### config.mk
export PLATFORM = sky130hd
export DESIGN_NAME = clock24_ctrl
export DESIGN_NICKNAME = d
export VERILOG_FILES = /design/src/rtl/clock24_ctrl.sv
export SDC_FILE = /design/constraint.sdc
export NUM_CORES = 1
export LEC_CHECK = 0
export ABC_AREA = 0
export CAP_MARGIN = 20
export CORE_AREA = 2 2 54 56
export CTS_CLUSTER_DIAMETER = 40
export CTS_CLUSTER_SIZE = 12
export DETAILED_ROUTE_END_ITERATION = 12
export DIE_AREA = 0 0 56 58
export PLACE_DENSITY_LB_ADDON = 0.25
export SETUP_SLACK_MARGIN = 0.2
export SLEW_MARGIN = 25
export SYNTH_ARGS = -nofsm -noshare
export SYNTH_HDL_FRONTEND = slang
export SYNTH_SLANG_ARGS = --single-unit
### constraint.sdc
create_clock -name clk -period 2.8 [get_ports clk]
set_input_delay 0.42 -clock clk [delete_from_list [all_inputs] [get_ports clk]]
set_output_delay 0.42 -clock clk [all_outputs]
set_load 0.01 [all_outputs]
### src/rtl/clock24_ctrl.sv
// clock24_ctrl -- run/set controller for the 24-hour BCD clock counter.
//
// In RUN it divides clk down to a one-cycle minute-advance enable (cnt_en).
// A mode press captures the counter time into edit registers, the inc
// button then edits hours (SET_HOUR) and minutes (SET_MIN), and a final
// mode press returns the edited time through a one-cycle load strobe.
//
// Ports:
//   clk                      single clock, rising edge
//   reset                    asynchronous, active-low
//   btn_mode, btn_inc        synchronised button levels
//   min1/min10/hour1/hour10  current counter time, BCD (in)
//   cnt_en                   one-cycle minute-advance enable (out)
//   load                     one-cycle parallel-load strobe (out)
//   ld_min1..ld_hour10       edit registers, BCD (out)
//   mode                     00 RUN, 01 SET_HOUR, 10 SET_MIN, 11 LOAD
//
// Build option: define CLOCK24_CTRL_AUTOREP_EN to enable auto-repeat of
// btn_inc (REP_DLY cycles until the first repeat, then every REP_PER).
module clock24_ctrl #(
   parameter int unsigned TICK_DIV = 60,
   parameter int unsigned REP_DLY  = 8,
   parameter int unsigned REP_PER  = 4
) (
   input  logic       clk,
   input  logic       reset,
   input  logic       btn_mode,
   input  logic       btn_inc,
   input  logic [3:0] min1,
   input  logic [2:0] min10,
   input  logic [3:0] hour1,
   input  logic [1:0] hour10,
   output logic       cnt_en,
   output logic       load,
   output logic [3:0] ld_min1,
   output logic [2:0] ld_min10,
   output logic [3:0] ld_hour1,
   output logic [1:0] ld_hour10,
   output logic [1:0] mode
);

   localparam int unsigned   PW        = (TICK_DIV > 1) ? $clog2(TICK_DIV) : 1;
   localparam logic [PW-1:0] PRESC_MAX = PW'(TICK_DIV - 1);

   typedef enum logic [1:0] {
      S_RUN      = 2'b00,
      S_SET_HOUR = 2'b01,
      S_SET_MIN  = 2'b10,
      S_LOAD     = 2'b11
   } state_t;

   state_t        state, state_nx;
   logic [PW-1:0] presc;
   logic          mode_q, inc_q;
   logic          mode_press, inc_press, inc_step;
   logic          capture, step_hour, step_min;
   logic [3:0]    e_min1, e_hour1, m_nx1, h_nx1;
   logic [2:0]    e_min10, m_nx10;
   logic [1:0]    e_hour10, h_nx10;

   // Elaboration-time sanity check of the timing parameters.
   if (TICK_DIV < 2 || REP_PER == 0 || REP_PER > REP_DLY) begin : g_param_check
      $error("clock24_ctrl: TICK_DIV must be >= 2 and 0 < REP_PER <= REP_DLY");
   end

   // Previous-sample registers reset to 1 so a button held through reset
   // does not register as a press.
   always_ff @(posedge clk or negedge reset) begin
      if (!reset) begin
         mode_q <= 1'b1;
         inc_q  <= 1'b1;
      end else begin
         mode_q <= btn_mode;
         inc_q  <= btn_inc;
      end
   end

   assign mode_press = btn_mode & ~mode_q;
   assign inc_press  = btn_inc  & ~inc_q;

`ifdef CLOCK24_CTRL_AUTOREP_EN
   localparam int unsigned RW = $clog2(REP_DLY + 1);

   logic [RW-1:0] rep_cnt;
   logic          rep_held, rep_fire;

   // rep_cnt counts held cycles after the initial press. Reloading it with
   // REP_DLY-REP_PER after a repeat makes later repeats REP_PER apart.
   // A mode press (state change) counts as "not held" and clears it.
   assign rep_held = btn_inc & inc_q & ~mode_press &
                     ((state == S_SET_HOUR) | (state == S_SET_MIN));
   assign rep_fire = rep_held & (rep_cnt == RW'(REP_DLY - 1));
   assign inc_step = inc_press | rep_fire;

   always_ff @(posedge clk or negedge reset) begin
      if (!reset)
         rep_cnt <= '0;
      else if (!rep_held)
         rep_cnt <= '0;
      else if (rep_fire)
         rep_cnt <= RW'(REP_DLY - REP_PER);
      else
         rep_cnt <= rep_cnt + RW'(1);
   end
`else
   assign inc_step = inc_press;
`endif

   always_ff @(posedge clk or negedge reset) begin
      if (!reset)
         state <= S_RUN;
      else
         state <= state_nx;
   end

   // Mode press takes priority over any increment in the same cycle.
   always_comb begin
      state_nx  = state;
      cnt_en    = 1'b0;
      load      = 1'b0;
      capture   = 1'b0;
      step_hour = 1'b0;
      step_min  = 1'b0;
      case (state)
         S_RUN: begin
            cnt_en = (presc == PRESC_MAX);
            if (mode_press) begin
               capture  = 1'b1;
               state_nx = S_SET_HOUR;
            end
         end
         S_SET_HOUR: begin
            if (mode_press)
               state_nx = S_SET_MIN;
            else if (inc_step)
               step_hour = 1'b1;
         end
         S_SET_MIN: begin
            if (mode_press)
               state_nx = S_LOAD;
            else if (inc_step)
               step_min = 1'b1;
         end
         S_LOAD: begin
            load     = 1'b1;
            state_nx = S_RUN;
         end
         default: state_nx = S_RUN;
      endcase
   end

   // Prescaler runs only while staying in RUN, so every RUN entry starts
   // from 0 and the first cnt_en comes TICK_DIV cycles later.
   always_ff @(posedge clk or negedge reset) begin
      if (!reset)
         presc <= '0;
      else if (state == S_RUN && state_nx == S_RUN)
         presc <= (presc == PRESC_MAX) ? '0 : presc + PW'(1);
      else
         presc <= '0;
   end

   // BCD increments: hours wrap 23->00, minutes wrap 59->00, no carry.
   always_comb begin
      h_nx1  = e_hour1 + 4'd1;
      h_nx10 = e_hour10;
      if (e_hour10 == 2'd2 && e_hour1 == 4'd3) begin
         h_nx1  = '0;
         h_nx10 = '0;
      end else if (e_hour1 == 4'd9) begin
         h_nx1  = '0;
         h_nx10 = e_hour10 + 2'd1;
      end
      m_nx1  = e_min1 + 4'd1;
      m_nx10 = e_min10;
      if (e_min1 == 4'd9) begin
         m_nx1  = '0;
         m_nx10 = (e_min10 == 3'd5) ? '0 : e_min10 + 3'd1;
      end
   end

   always_ff @(posedge clk or negedge reset) begin
      if (!reset) begin
         e_min1   <= '0;
         e_min10  <= '0;
         e_hour1  <= '0;
         e_hour10 <= '0;
      end else if (capture) begin
         e_min1   <= min1;
         e_min10  <= min10;
         e_hour1  <= hour1;
         e_hour10 <= hour10;
      end else if (step_hour) begin
         e_hour1  <= h_nx1;
         e_hour10 <= h_nx10;
      end else if (step_min) begin
         e_min1   <= m_nx1;
         e_min10  <= m_nx10;
      end
   end

   assign ld_min1   = e_min1;
   assign ld_min10  = e_min10;
   assign ld_hour1  = e_hour1;
   assign ld_hour10 = e_hour10;
   assign mode      = state;

endmodule

==> summary.txt, run 1 <==
Run status
  – Outcome: completed

Pwr
  – Leakage power total: 0.000667 uW
  – Int Pwr: 885 uW
  – Clock power frac: 10.5%
  – Seq pwr share: 41.9%
  – Switching share of power: 40.6%
  – Net Sw Power: 606 uW
  – PD cells: 887 mW/mm^2
  – Max rail drop VDD: 536 uV
  – Gate power share: 47.6%

Setup path
  – Crit path launch: presc[0]
  – Worst EP arrival: 1850 ps
  – CP endpoint kind: primary output
  – Crit path launch type: flop
  – Kind of critical path: flop to primary output
  – Critical Path RT: 2380 ps
  – R2R Path Start: mode_q
  – Max FO, Critical Path: 3

Synthesis
  – Post-synth top area share: 40.4%
  – Ys Warns: 0
  – Proportion of synthesized area in mux cells: 1.54%
  – Top cells by instance count after synthesis: 21 x dfrtp_1, 19 x nor2_1, 16 x nand2_1
  – Compound-Gate Fraction of Synth Area: 19.4%
  – Post-Synth XOR/XNOR Area: 4.04%
  – Top-count cell post-synth: dfrtp_1
  – Syn_nets: 157
  – Asr flop ratio synth: 100%
  – Post-synth EDFFs: 0
  – Main synth FF type: dfrtp_1
  – Simple-Gate Fraction of Synth Area: 25.5%
  – Syn Area/Cell: 9.35 sq um
  – Distinct cells, synth: 43
  – Mapped Cells: 139
  – Top cells by area, synth: dfrtp_1 40%, nor2_1 5.5%, nand2_1 4.6%, dfstp_2 4.0%, a21oi_1 3.5%
  – Post-synth top area cell: dfrtp_1
  – Largest family of logic cells by synthesized area: simple AND/OR/NAND/NOR gates
  – FF+latch count, synth: 23
  – Post-synthesis sequential area ratio: 44.5%
  – Post-Syn Area: 0.00130 sq mm
  – Post-Synth Adder-Cell Area: 0.962%

Place
  – Post-place instance area: 0.00165 sq mm
  – Port Buffers: 33
  – GP Congestion: 0.739
  – Hpwl dp: 2000 um

Floorplan
  – Die area: 0.00325 sq mm
  – Row count: 19
  – Core footprint: 0.00266 sq mm
  – Initial Util: 48.8%
  – Io pins: 34
  – Die height: 58 um
  – Die Wd: 56 um

Clocking
  – Worst skew pair latency: 320 ps
  – Clk pin slew, worst setup/hold paths: 140 ps
  – Post-cts sizing count: 0
  – Number of H-tree levels: 1
  – CTS root buf: clkbuf_4
  – CTS tree: built
  – Clock sinks: 23
  – Post-CTS Setup Bufs: 0
  – Deepest clock path buffer count: 2
  – Num CTS Buffers: 3
  – Hold-fix buffers, CTS: 0

Cells and area
  – Antenna cells: 0
  – Area Growth Syn to Fin: 29.4%
  – Register area: 578 sq um
  – Share of cells above drive strength 1: 9.25%
  – Area of the multi-input gates: 669 sq um
  – Layout net count: 192
  – Final Cell Area: 0.00168 sq mm
  – Fillers: 246

Timing
  – Fmax: 440 MHz
  – Setup tns final: 0 ps
  – Slew @ Worst Pin: 403 ps
  – Min Tclk post-route: 2270 ps
  – Period utilization: 81.1%
  – RSZ-0062 raised after global routing: false
  – Hold Vio Cnt, Final: 0
  – Max Slew Vio Count: 0
  – Final setup violation count: 0
  – Final Skew: 11.5 ps
  – Slew margin rel.: 73.0%

Min path
  – Hold Crit Class: primary input to asynchronous set/reset pin

GRT
  – GR Overflow Total: 0
  – Largest net degree at the start of global routing: 24
  – First-pass GRT wire length: 5020 um
  – Initial antenna violation count: 0
  – Gr usage total: 19.6%
  – Vias in the first global route: 1132

Detailed routing
  – DRT iter0 DRCs: 20
  – Final wirelength: 2790 um
  – DR vias/cell: 5.43
  – DRC: 0
  – Via count: 1108
  – Mean routed wirelength per cell: 13.7 um
  – Antenna viol nets, final: 0
  – DR pass1 iterations: 4

Job
  – Max_cap viols: 0
-- power by group through the flow --
stage | logic (uW) | clock network, uW | registers (uW)
floorplan | 400 | 0 | 616
finish | 709 | 157 | 625
global route | 778 | 173 | 654
CTS | 716 | 163 | 624
global placement | 693 | 0 | 621
detailed placement | 709 | 0 | 631
-- per-stage QoR --
step / setup WS, ps / std cells / total power (uW) / utilization [%] / hold slack [ps]
floorplan: 1160 / 139 / 1020 / - / 124
detailed placement: 675 / 200 / 1340 / 62.1 / 454
CTS: 512 / 204 / 1500 / 63.2 / 432
global placement: 728 / 200 / 1310 / 62.1 / 449
global route: 399 / 204 / 1610 / 63.2 / 472
finish: 528 / 204 / 1490 / 63.2 / 434
-- critical path, stage by stage, from the launching register on --
cell             delay, ps
dfrtp_1                400
ha_1                   230
nand4_1                140
nor4_1                 190
clkdlybuf4s50_1        580
-- metal layers --
metal / GRT usage, % / up-vias / wire (um)
met3: 2.90 / 6 / 115
met2: 32.9 / 26 / 1360
met4: 8.16 / 0 / 49
met5: 0 / - / 0
li1: - / 558 / -
met1: 25.5 / 518 / 1270
-- area by class of cell --
cell class / count / share of cell area, %
tap: 31 / 2.31
clock buffer: 3 / 1.34
timing repair buffer: 36 / 21.0
clock inverter: 1 / 0.298
multi-input combinational: 106 / 39.8
inverter: 4 / 0.893
sequential: 23 / 34.4
-- flip-flops by register name (all words and copies together) (netlist names) --
name and cells:
ld_min10 3, ld_hour1 4, ld_min1 4, inc_q 1
mode_q 1, presc 6, mode 2, ld_hour10 2
-- cell families (layout without fill, tap and decap cells) --
family | Yosys count | in the layout
xor+xnor | 6 | 6
simple gates | 62 | 62
buf+inv | 10 | 44
compound gates | 35 | 35
flops | 23 | 23
fa+ha+maj | 1 | 1
mux | 2 | 2
-- layout by cell type, fill, tap and decap left out, types with 2 or more instances in the layout --
| master | instances |
|---|---|
| o21ai_1 | 5 |
| a31oi_4 | 2 |
| mux2i_1 | 2 |
| nand3b_1 | 2 |
| nand4_1 | 2 |
| dfrtp_1 | 21 |
| clkbuf_4 | 3 |
| nand2_1 | 16 |
| clkdlybuf4s50_1 | 33 |
| buf_4 | 3 |
| nand3_1 | 4 |
| nand2b_1 | 5 |
| nor2_1 | 19 |
| dfstp_2 | 2 |
| xnor2_1 | 4 |
| and3_1 | 2 |
| xor2_1 | 2 |
| a21oi_1 | 9 |
| o21ai_0 | 7 |
| nor3b_1 | 2 |
| inv_1 | 4 |
-- worst paths after layout --
| path | cells after the start | endpoint | slack (ps) |
|---|---|---|---|
| worst max-delay path | 4 | cnt_en | 530 |
| worst min-delay path | 2 | ld_hour10[1] | 430 |
| max in group asynchronous | 2 | mode_q | 2070 |
| worst min register to register | 1 | presc[0] | 480 |
| min in group clk | 1 | presc[0] | 480 |
| worst max register to register | 5 | ld_min10[2] | 1000 |
Note: power is estimated with default switching activity, not from simulation.
==> inputs of run 2 (changes only) <==
--- a/config.mk
+++ b/config.mk
@@ -7,11 +7,11 @@
 export LEC_CHECK = 0
 export ABC_AREA = 0
 export CAP_MARGIN = 20
-export CORE_AREA = 2 2 54 56
+export CORE_AREA = 2 2 56 58
 export CTS_CLUSTER_DIAMETER = 40
 export CTS_CLUSTER_SIZE = 12
 export DETAILED_ROUTE_END_ITERATION = 12
-export DIE_AREA = 0 0 56 58
+export DIE_AREA = 0 0 58 60
 export PLACE_DENSITY_LB_ADDON = 0.25
 export SETUP_SLACK_MARGIN = 0.2
 export SLEW_MARGIN = 25
==> constraint.sdc (replaced) <==
create_clock -name clk -period 2.1 [get_ports clk]
set_input_delay 0.315 -clock clk [delete_from_list [all_inputs] [get_ports clk]]
set_output_delay 0.315 -clock clk [all_outputs]
set_load 0.01 [all_outputs]
==> run 2 against run 1 <==
Net effect: register-to-register slack got worse by 620 ps; first-iteration DRC count rose by 130%; combinational power rose by 40%; sequential power rose by 33%; non-clock buffer count rose by 4; sequential share of layout area fell by 0.80 points; via count rose by 4.0%; worst setup slack got worse by 260 ps; critical path depth fell by 2; global-route usage fell by 0.92 points; total power rose by 37%; clock skew fell by 2.5 ps; largest cell class unchanged.
==> summary.txt, run 2 (same netlist as run 1, synthesis figures left out) <==
Cells and area
  – Largest register FFs: 6 (unchanged)
  – Largest reg by FF count: presc (unchanged)
  – Antenna cells: 0 (unchanged)
  – Layout net count: 196 (was 192)
  – Most common cell after layout, fill and taps aside: clkdlybuf4s50_1 (unchanged)
  – Share of cells above drive strength 1: 13.6% (was 9.25%)
  – Area Growth Syn to Fin: 33.0% (was 29.4%)
  – Final Cell Area: 0.00173 sq mm (was 0.00168 sq mm)
  – Most frequent cells in the layout: 32 x clkdlybuf4s50_1, 19 x nor2_1, 19 x dfrtp_1 (was 33 x clkdlybuf4s50_1, 21 x dfrtp_1, 19 x nor2_1)

Clocking
  – Number of H-tree levels: 1 (unchanged)
  – CTS tree: built (unchanged)
  – Clk pin slew, worst setup/hold paths: 140 ps (about the same)
  – CTS root buf: clkbuf_4 (unchanged)
  – Clock sinks: 23 (unchanged)
  – Deepest clock path buffer count: 2 (unchanged)
  – Num CTS Buffers: 3 (unchanged)
  – Hold-fix buffers, CTS: 0 (unchanged)
  – Worst skew pair latency: 320 ps (about the same)

Pwr
  – Leakage power total: 0.000688 uW (was 0.000667 uW)
  – PD cells: 1180 mW/mm^2 (was 887 mW/mm^2)
  – Clock power frac: 10.5% (about the same)
  – Max rail drop VDD: 701 uV (was 536 uV)
  – Net Sw Power: 830 uW (was 606 uW)
  – Switching share of power: 40.6% (about the same)
  – Int Pwr: 1210 uW (was 885 uW)
  – Gate power share: 48.7% (was 47.6%)
  – Seq pwr share: 40.8% (was 41.9%)

Timing
  – Min Tclk post-route: 1830 ps
  – Final setup violation count: 0 (unchanged)
  – Hold Vio Cnt, Final: 0 (unchanged)
  – Final Skew: 8.96 ps (was 11.5 ps)
  – RSZ-0062 raised after global routing: true (was false)
  – Slew @ Worst Pin: 414 ps (was 403 ps)
  – Fmax: 546 MHz
  – Period utilization: 87.3%
  – Setup tns final: 0 ps (unchanged)
  – Max Slew Vio Count: 0 (unchanged)
  – Slew margin rel.: 72.3% (was 73.0%)

Detailed routing
  – Mean routed wirelength per cell: 13.9 um (was 13.7 um)
  – DR vias/cell: 5.49 (was 5.43)
  – DRT iter0 DRCs: 45 (was 20)
  – DRC: 0 (unchanged)
  – Via count: 1152 (was 1108)
  – Final wirelength: 2930 um (was 2790 um)
  – DR pass1 iterations: 4 (unchanged)
  – Antenna viol nets, final: 0 (unchanged)

Setup path
  – Worst EP arrival: 1520 ps (was 1850 ps)
  – Critical Path RT: 1780 ps (was 2380 ps)
  – Reg2Reg Setup Slack: 380 ps (was 1000 ps)
  – Max stage delay on crit path: 530 ps (was 580 ps)
  – CP endpoint kind: primary output (unchanged)
  – CP bufs+invs: 1 (unchanged)
  – Kind of critical path: flop to primary output (unchanged)
  – Slowest stage cell on the critical path: clkdlybuf4s50_1 (unchanged)
  – Crit-path cells: and2_1 > clkdlybuf4s50_1 (was ha_1 > nand4_1 > nor4_1 > clkdlybuf4s50_1)
  – Max FO, Critical Path: 9 (was 3)
  – Crit path launch type: flop (unchanged)
  – CP delay by family, top: buffers and inverters (unchanged)

GRT
  – Initial antenna violation count: 0 (unchanged)
  – Vias in the first global route: 1092 (was 1132)
  – Gr usage total: 18.7% (was 19.6%)
  – Largest net degree at the start of global routing: 24 (unchanged)
  – First-pass GRT wire length: 4970 um (was 5020 um)
  – GR Overflow Total: 0 (unchanged)

Floorplan
  – Die Wd: 58 um (was 56 um)
  – Die height: 60 um (was 58 um)
  – Initial Util: 44.8% (was 48.8%)
  – Die area: 0.00348 sq mm (was 0.00325 sq mm)
  – Io pins: 34 (unchanged)
  – Row count: 20 (was 19)
  – Core footprint: 0.00290 sq mm (was 0.00266 sq mm)

Place
  – Port Buffers: 33 (unchanged)
  – Post-place instance area: 0.00168 sq mm (was 0.00165 sq mm)
  – Hpwl dp: 2100 um (was 2000 um)
  – GP Congestion: 0.789 (was 0.739)

Min path
  – Hold Crit Class: primary input to asynchronous set/reset pin (unchanged)

Job
  – Max_cap viols: 0 (unchanged)

Run status
  – Outcome: completed (unchanged)
run 2: cell types whose count changed in the layout (fill, tap and decap cells not counted), sizes merged:
| cell | previous run | this run |
|---|---|---|
| clkbuf | 3 | 5 |
| buf | 3 | 6 |
| clkdlybuf4s50 | 33 | 32 |
run 2: through the flow:
step / util [%] / hold slack [ps] / cells / setup WS, ps / total power, uW
6_report: 59.6 / 327 / 210 / 267 / 2040
3_5_place_dp: 58.0 / 464 / 204 / 147 / 1810
5_1_grt: 59.6 / 338 / 210 / 192 / 2200
3_3_place_gp: 58.0 / 448 / 204 / 184 / 1770
4_1_cts: 59.0 / 331 / 208 / 234 / 2030
2_1_floorplan: - / 19.4 / 139 / 463 / 1350
run 2: area by class of cell:
type | instances | area, sq um
clock inverter | 1 | 5.00
inverter | 4 | 15.0
fill | 274 | 1170
clock buffer | 3 | 22.5
tap | 33 | 41.3
timing repair buffer | 40 | 388
sequential | 23 | 581
multi-input combinational | 106 | 677
run 2: final timing paths:
check	end	from	cells past startpoint
worst min-delay path	ld_min1[0]	reset	2
max in group asynchronous	mode_q	reset	2
min in group clk	inc_q	btn_inc	1
worst max-delay path	load	mode[1]	2
worst max register to register	ld_hour1[1]	mode_q	6
worst min register to register	presc[0]	presc[0]	1
run 2: repair_timing:
| item | in CTS | in global routing |
|---|---|---|
| setup endpoints to repair | 2 | 3 |
| setup buffers | 0 | 2 |
| pin swaps | 0 | 0 |
| gates resized for setup | 3 | 4 |
run 2: power by group through the flow:
| stage | logic, uW | clock network, uW | registers (uW) |
|---|---|---|---|
| 2_1_floorplan | 533 | 0 | 822 |
| 6_report | 995 | 214 | 833 |
| 3_5_place_dp | 966 | 0 | 840 |
| 5_1_grt | 1090 | 234 | 873 |
| 3_3_place_gp | 938 | 0 | 827 |
| 4_1_cts | 971 | 218 | 837 |
run 2: layer usage:
metal,vias to the layer above,wire [um],track usage (%)
met5,-,0,0
met4,0,36,6.98
met3,4,128,2.16
met2,28,1470,31.3
met1,552,1300,24.8
li1,568,-,-
run 2: worst reg2reg max path, cell delays in order (launching register included):
cell and delay (ps):
dfstp_2 580, nand2b_1 220, buf_4 170, nand3_1 110, a2111oi_1 420, a21oi_1 70, nand2_1 90
==> inputs of run 3 (changes only) <==
--- a/config.mk
+++ b/config.mk
@@ -9,7 +9,6 @@
 export CAP_MARGIN = 20
 export CORE_AREA = 2 2 56 58
 export CTS_CLUSTER_DIAMETER = 40
-export CTS_CLUSTER_SIZE = 12
 export DETAILED_ROUTE_END_ITERATION = 12
 export DIE_AREA = 0 0 58 60
 export PLACE_DENSITY_LB_ADDON = 0.25
==> results of run 3 <==
The final DEF is identical to that of run 2; final timing and power are the same.
